$ cat src/rtl/reg_xfer_seq.sv
// Micro-sequencer for the 6502 register-transfer and INX/INY/DEX/DEY group.
// Drives register-file, SB/DB and ALU strobes from registered state only.
module reg_xfer_seq #(
  parameter int unsigned STEP_HOLD    = 0,
  parameter bit          ILLEGAL_FLAG = 1'b1
) (
  input  logic       clk,
  input  logic       rst,
  input  logic       op_valid,
  input  logic [7:0] op_code,
  output logic       op_ready,
  output logic       busy,
  output logic       done,
  output logic       illegal,
  output logic       x_load,
  output logic       y_load,
  output logic       acc_load,
  output logic       x_sb_en,
  output logic       y_sb_en,
  output logic       acc_sb_en,
  output logic       s_sb_en,
  output logic       s_sb_load,
  output logic       ai_sb_load,
  output logic       bi_db_load,
  output logic       bi_inv_db_load,
  output logic       db_zero,
  output logic       alu_sum,
  output logic       alu_cin,
  output logic       alu_to_sb,
  output logic       nz_load
);

  typedef enum logic [2:0] {
    S_IDLE,
    S_XFER,
    S_ALU_LD,
    S_ALU_EX,
    S_ALU_WB,
    S_BAD
  } state_t;

  typedef enum logic [1:0] {
    C_XFER,
    C_INCDEC,
    C_BAD
  } op_class_t;

  typedef enum logic [1:0] {
    R_X,
    R_Y,
    R_A,
    R_S
  } reg_sel_t;

  localparam logic [2:0] HOLD_LAST = 3'(STEP_HOLD);

  state_t     state;
  state_t     state_next;
  logic [2:0] hold_cnt;
  logic [7:0] op_q;
  logic       last_cycle;
  logic       accept;

  reg_sel_t   src;
  reg_sel_t   dst;
  logic       is_inc;

  function automatic op_class_t classify(input logic [7:0] op);
    case (op)
      8'hAA, 8'hA8, 8'h8A, 8'h98, 8'hBA, 8'h9A: classify = C_XFER;
      8'hE8, 8'hC8, 8'hCA, 8'h88:               classify = C_INCDEC;
      default:                                  classify = C_BAD;
    endcase
  endfunction

  assign accept     = (state == S_IDLE) && op_valid;
  assign last_cycle = (hold_cnt == HOLD_LAST);

  // State register, hold counter and latched opcode.
  always_ff @(posedge clk) begin
    if (rst) begin
      // NOTE: sequential state uses non-blocking assignments so every flop
      // samples the pre-edge values; blocking here would create ordering races.
      state    <= S_IDLE;
      hold_cnt <= 3'd0;
      // NOTE: the opcode latch is a single register, so it is cleared on reset
      // like any other control state; only wide storage arrays are left unreset.
      op_q     <= 8'h00;
    end else begin
      state <= state_next;
      if (state != S_IDLE && !last_cycle) begin
        hold_cnt <= hold_cnt + 3'd1;
      end else begin
        hold_cnt <= 3'd0;
      end
      if (accept) begin
        op_q <= op_code;
      end
    end
  end

  always_comb begin
    // NOTE: every combinational output gets a default first so no path
    // through the case statement can infer a latch.
    state_next = state;
    unique case (state)
      S_IDLE: begin
        if (op_valid) begin
          unique case (classify(op_code))
            C_XFER:   state_next = S_XFER;
            C_INCDEC: state_next = S_ALU_LD;
            default:  state_next = S_BAD;
          endcase
        end
      end
      S_XFER:   if (last_cycle) state_next = S_IDLE;
      S_ALU_LD: if (last_cycle) state_next = S_ALU_EX;
      S_ALU_EX: if (last_cycle) state_next = S_ALU_WB;
      S_ALU_WB: if (last_cycle) state_next = S_IDLE;
      S_BAD:    if (last_cycle) state_next = S_IDLE;
      default:  state_next = S_IDLE;
    endcase
  end

  // Source/destination decode of the latched opcode.
  always_comb begin
    src    = R_X;
    dst    = R_X;
    is_inc = 1'b0;
    case (op_q)
      8'hAA: begin src = R_A; dst = R_X; end
      8'hA8: begin src = R_A; dst = R_Y; end
      8'h8A: begin src = R_X; dst = R_A; end
      8'h98: begin src = R_Y; dst = R_A; end
      8'hBA: begin src = R_S; dst = R_X; end
      8'h9A: begin src = R_X; dst = R_S; end
      8'hE8: begin src = R_X; dst = R_X; is_inc = 1'b1; end
      8'hC8: begin src = R_Y; dst = R_Y; is_inc = 1'b1; end
      8'hCA: begin src = R_X; dst = R_X; end
      8'h88: begin src = R_Y; dst = R_Y; end
      default: ;
    endcase
  end

  // Output decode: depends only on state, hold counter and latched opcode.
  always_comb begin
    logic src_act;
    logic dst_act;

    src_act        = 1'b0;
    dst_act        = 1'b0;
    done           = 1'b0;
    illegal        = 1'b0;
    ai_sb_load     = 1'b0;
    bi_db_load     = 1'b0;
    bi_inv_db_load = 1'b0;
    db_zero        = 1'b0;
    alu_sum        = 1'b0;
    alu_cin        = 1'b0;
    alu_to_sb      = 1'b0;
    nz_load        = 1'b0;

    unique case (state)
      S_XFER: begin
        src_act = 1'b1;
        dst_act = 1'b1;
        nz_load = (dst != R_S);
        done    = last_cycle;
      end
      S_ALU_LD: begin
        src_act        = 1'b1;
        ai_sb_load     = 1'b1;
        db_zero        = 1'b1;
        bi_db_load     = is_inc;
        bi_inv_db_load = !is_inc;
      end
      S_ALU_EX: begin
        alu_sum = 1'b1;
        alu_cin = is_inc;
      end
      S_ALU_WB: begin
        alu_to_sb = 1'b1;
        alu_sum   = 1'b1;
        alu_cin   = is_inc;
        dst_act   = 1'b1;
        nz_load   = 1'b1;
        done      = last_cycle;
      end
      S_BAD: begin
        illegal = ILLEGAL_FLAG && last_cycle;
        done    = last_cycle;
      end
      default: ;
    endcase

    x_sb_en   = src_act && (src == R_X);
    y_sb_en   = src_act && (src == R_Y);
    acc_sb_en = src_act && (src == R_A);
    s_sb_en   = src_act && (src == R_S);
    x_load    = dst_act && (dst == R_X);
    y_load    = dst_act && (dst == R_Y);
    acc_load  = dst_act && (dst == R_A);
    s_sb_load = dst_act && (dst == R_S);
  end

  assign op_ready = (state == S_IDLE);
  assign busy     = !op_ready;

endmodule
$ cat config.mk
export PLATFORM = sky130hd
export DESIGN_NAME = reg_xfer_seq
export DESIGN_NICKNAME = d
export VERILOG_FILES = /design/src/rtl/reg_xfer_seq.sv
export SDC_FILE = /design/constraint.sdc
export NUM_CORES = 1
export LEC_CHECK = 0
export ABC_AREA = 1
export CAP_MARGIN = 40
export CELL_PAD_IN_SITES_DETAIL_PLACEMENT = 1
export CELL_PAD_IN_SITES_GLOBAL_PLACEMENT = 2
export CORE_AREA = 2 2 66 68
export CTS_BUF_LIST = sky130_fd_sc_hd__clkbuf_8
export DETAILED_ROUTE_END_ITERATION = 8
export DIE_AREA = 0 0 68 70
export PLACE_DENSITY_LB_ADDON = 0.1
export RECOVER_POWER = 50
export SYNTH_ARGS = -nofsm -noshare
export SYNTH_HDL_FRONTEND = slang
export SYNTH_SLANG_ARGS = --single-unit
$ cat constraint.sdc
create_clock -name clk -period 2.11 [get_ports clk]
set_clock_uncertainty 0.15 [all_clocks]
set_input_delay 0.422 -clock clk [delete_from_list [all_inputs] [get_ports clk]]
set_output_delay 0.422 -clock clk [all_outputs]
set_load 0.05 [all_outputs]
==> Implementation_results.wiki <==
{| class="wikitable"
! Metric !! Value
|-
| Count of mapped cells out of synthesis || between 150 and 200
|-
| Fillcell total || 497
|-
| Number of flops mapped to enable cells by yosys || 0
|-
| Number of clock buffers inserted by TritonCTS || 3
|-
| Root buf cell || clkbuf_8
|-
| Final setup violation count || 6
|-
| Post-layout instance area || about 1900 µm²
|-
| Floorplan die area || 4760 µm²
|-
| Post-synthesis share of cell area spent on full adders, half adders and majority gates || 0.02347
|-
| Compound-cell area share of the yosys netlist || 0.1514
|-
| Routability Congestion || 0.7843
|-
| HP Start || hold_cnt[0]$_SDFF_PP0_
|-
| Max-capacitance violation count || 0
|-
| Routed length per placed instance || 12.19 µm
|-
| Combinational family with the most area after synthesis || simple AND/OR/NAND/NOR gates
|-
| Overall Global Routing Usage || 0.1526
|-
| Total of hold buffers inserted after clock tree synthesis || 0
|-
| Final Critical Period || between 2 and 2.5 ns
|-
| H-tree depth || 1
|-
| Start of the worst register-to-register path || state[0]$_SDFFE_PP0P_
|-
| Clock-pin slew on the worst setup and hold paths || 0.06 ns
|-
| Number of nets produced by synthesis || 174
|-
| DR pass1 iterations || 2
|-
| Initial Util || 0.2572
|-
| Layout overhead on the synthesized area || 81.46%
|-
| Detail-routed via count per cell || between 4 and 5
|-
| Slew Limit Fails || 0
|-
| Setup ws final || -0.03960 ns
|-
| Num ports || 31
|-
| Required time at the endpoint of the critical path || 1.54 ns
|-
| Maximum vdd ir drop || 490.7 µV
|-
| DP Wirelength || around 2700 µm
|-
| Core area || 4144 µm²
|-
| Mapped Avg Cell Area || around 6.6 µm²
|-
| CTS tree || built
|-
| Routed wire length || 3170 µm
|-
| Unrepaired setup endpoints after global routing || true
|-
| Std-Cell Rows || 24
|-
| Wire length of the first global-routing pass || 5526 µm
|-
| Endpoint class of the critical path || primary output
|-
| Setup WS pre-CTS || 0.04334 ns
|-
| Total congestion overflow after global routing || 0
|-
| Final antenna-violating net count || 0
|-
| HP Class || reg -> reg
|-
| Achievable Freq || 465.2 MHz
|-
| Synthesized-area fraction occupied by and/or/nand/nor cells || 0.4155
|-
| Final worst-path cycle share || 1.019
|-
| Latest clock arrival within the worst-skew pair || approximately 0.24 ns
|-
| Antenna violations before repair || 0
|-
| Count of unique library cells instantiated by Yosys || 32
|-
| Fraction of final layout cells sized beyond drive strength 1 || 0.4856
|-
| Synth Register Bits || 14
|-
| Share of async-settable or async-resettable flops after synthesis || 0
|-
| Startpoint type of the worst setup path || flip-flop
|-
| Die Height || about 70 µm
|-
| Post-synthesis sequential area ratio || 0.2629
|-
| Crit Path Category || reg -> out
|-
| Maximum number of pins on one net before global-route repair || 16
|-
| Antenna diodes || 0
|-
| Syn. warnings || 0
|-
| Final net count || 222
|-
| Xor and xnor area share after synthesis || 0.008216
|-
| Post-placement cell area || 1734 µm²
|-
| Remaining routing DRC violations || 0
|-
| Critical Path Source || op_q[2]$_SDFFE_PP0P_
|-
| Result of the run || finished, violations left
|-
| Worst endpoint data arrival time || 1.58 ns
|-
| Overall power of the completed layout || 0.002057 W
|-
| Violation count after the first detailed-routing iteration || 26
|-
| Worst slew margin relative to its limit || 0.5742
|-
| Sink count of the clock tree || 14
|-
| Total standard cell area after synthesis || 1066 µm²
|-
| Horizontal die dimension || 68 µm
|-
| CTS Buffer Depth || 2
|-
| Share of cell area taken by muxes after synthesis || 0
|-
| Final total negative setup slack || -0.1920 ns
|-
| Via count of the first global-routing pass || around 1200
|-
| Total power density per cell area || 1063 nW/µm²
|-
| Via count || 1172
|-
| Dominant register cell in the synthesized netlist || dfxtp_1
|-
| Violated checks || setup timing
|-
| Tightest Pin Transition || 0.6372 ns
|-
| Count of final hold-check violations || 0
|-
| Worst-path fanout max || 4
|-
| Static power due to leakage || 0.8094 nW
|-
| Number of port buffers || 30
|}
==> final cells by class <==
type	instances	area (µm²)	area share
Inverter	32	125.1	0.06468
Sequential cell	14	295.3	0.1527
Timing Repair Buffer	45	621.8	0.3215
Tap cell	52	65.06	0.03364
Multi-Input combinational cell	113	772.0	0.3991
Clock buffer	4	55.05	0.02846
==> cells in the final DEF, fill, tap and decap left out, types with 4 or more instances in the layout <==
cell,Yosys,final
a21oi_2,8,8
buf_12,0,21
buf_4,1,13
clkbuf_8,0,4
clkdlybuf4s50_1,0,9
dfxtp_1,14,6
dfxtp_2,0,6
inv_1,23,21
inv_2,8,10
nand2_1,26,24
nand2_2,3,6
nand3_1,10,6
nor2_1,25,17
nor2_2,2,4
nor2_4,1,7
nor3_4,1,4
o21ai_0,3,9
==> through the flow <==
stage                     cells    util  hold WS (ns)
after floorplan             161       -        0.2673
after global placement      244  0.4185        0.2784
after detailed placement    244  0.4185        0.2859
after CTS                   258  0.4674        0.2985
after global routing        260  0.4668        0.3189
final                       260  0.4668        0.2932
==> cell usage after synthesis, types with 2 or more instances <==
master | number | area, µm²
o21ai_0 | 3 | 15.01
a21oi_2 | 8 | 70.07
o21ai_1 | 5 | 25.02
nand4_1 | 2 | 12.51
nand2_4 | 2 | 22.52
ha_1 | 2 | 25.02
o21ai_2 | 2 | 17.52
nand2_1 | 26 | 97.59
nor3_1 | 6 | 30.03
a21oi_1 | 4 | 20.02
dfxtp_1 | 14 | 280.3
nor3_2 | 2 | 20.02
inv_1 | 23 | 86.33
nand3_1 | 10 | 50.05
inv_2 | 8 | 30.03
nand2_2 | 3 | 18.77
nor2_2 | 2 | 12.51
nor2_1 | 25 | 93.84
==> final timing paths <==
path | to | slack [ns] | cells after the start
worst max-delay path | x_load | -0.04 | 8
worst max register to register | op_q[0]$_SDFFE_PP0P_ | 0.04 | 7
worst min register to register | hold_cnt[0]$_SDFF_PP0_ | 0.29 | 1
worst min-delay path | hold_cnt[0]$_SDFF_PP0_ | 0.29 | 1
==> routing by layer <==
layer,routed length [µm],GRT usage
met1,1269,0.1768
met3,123,0.03221
met4,72,0.07556
met2,1704,0.2578
met5,0,0
==> registers in the layout, summed over array words and instances, names as in the netlist <==
register	flops
hold_cnt	3
state	3
op_q	8
==> report_power, final <==
| part | internal, W | switching (W) | total [W] |
|---|---|---|---|
| Combinational | 0.000594 | 0.000801 | 0.00140 |
| Sequential | 0.000331 | 0.0000714 | 0.000403 |
| Clock | 0.000165 | 0.0000935 | 0.000259 |
==> cell families after synthesis <==
| kind of cell | count (synthesis) |
|---|---|
| buffers and inverters | 34 |
| and+or+nand+nor | 86 |
| AOI/OAI and AO/OA | 24 |
| DFF | 14 |
| adders and majority gates | 2 |
| xor gates and xnor gates | 1 |
==> critical path, stage by stage, from the launching register on <==
cell and delay (ns):
dfxtp_2 0.31, inv_2 0.08, nand3_4 0.10, nor2_4 0.14, nand4_1 0.22, nand3_2 0.17
buf_12 0.12, nor3_4 0.04, buf_12 0.15
==> what timing repair did <==
action | 4_1_cts | 5_1_grt
endpoints found under the setup margin | 11 | 13
setup buffers | 10 | 2
gates resized for setup | 17 | 5
pin swaps | 9 | 7
(Power assumes the default switching activity.)
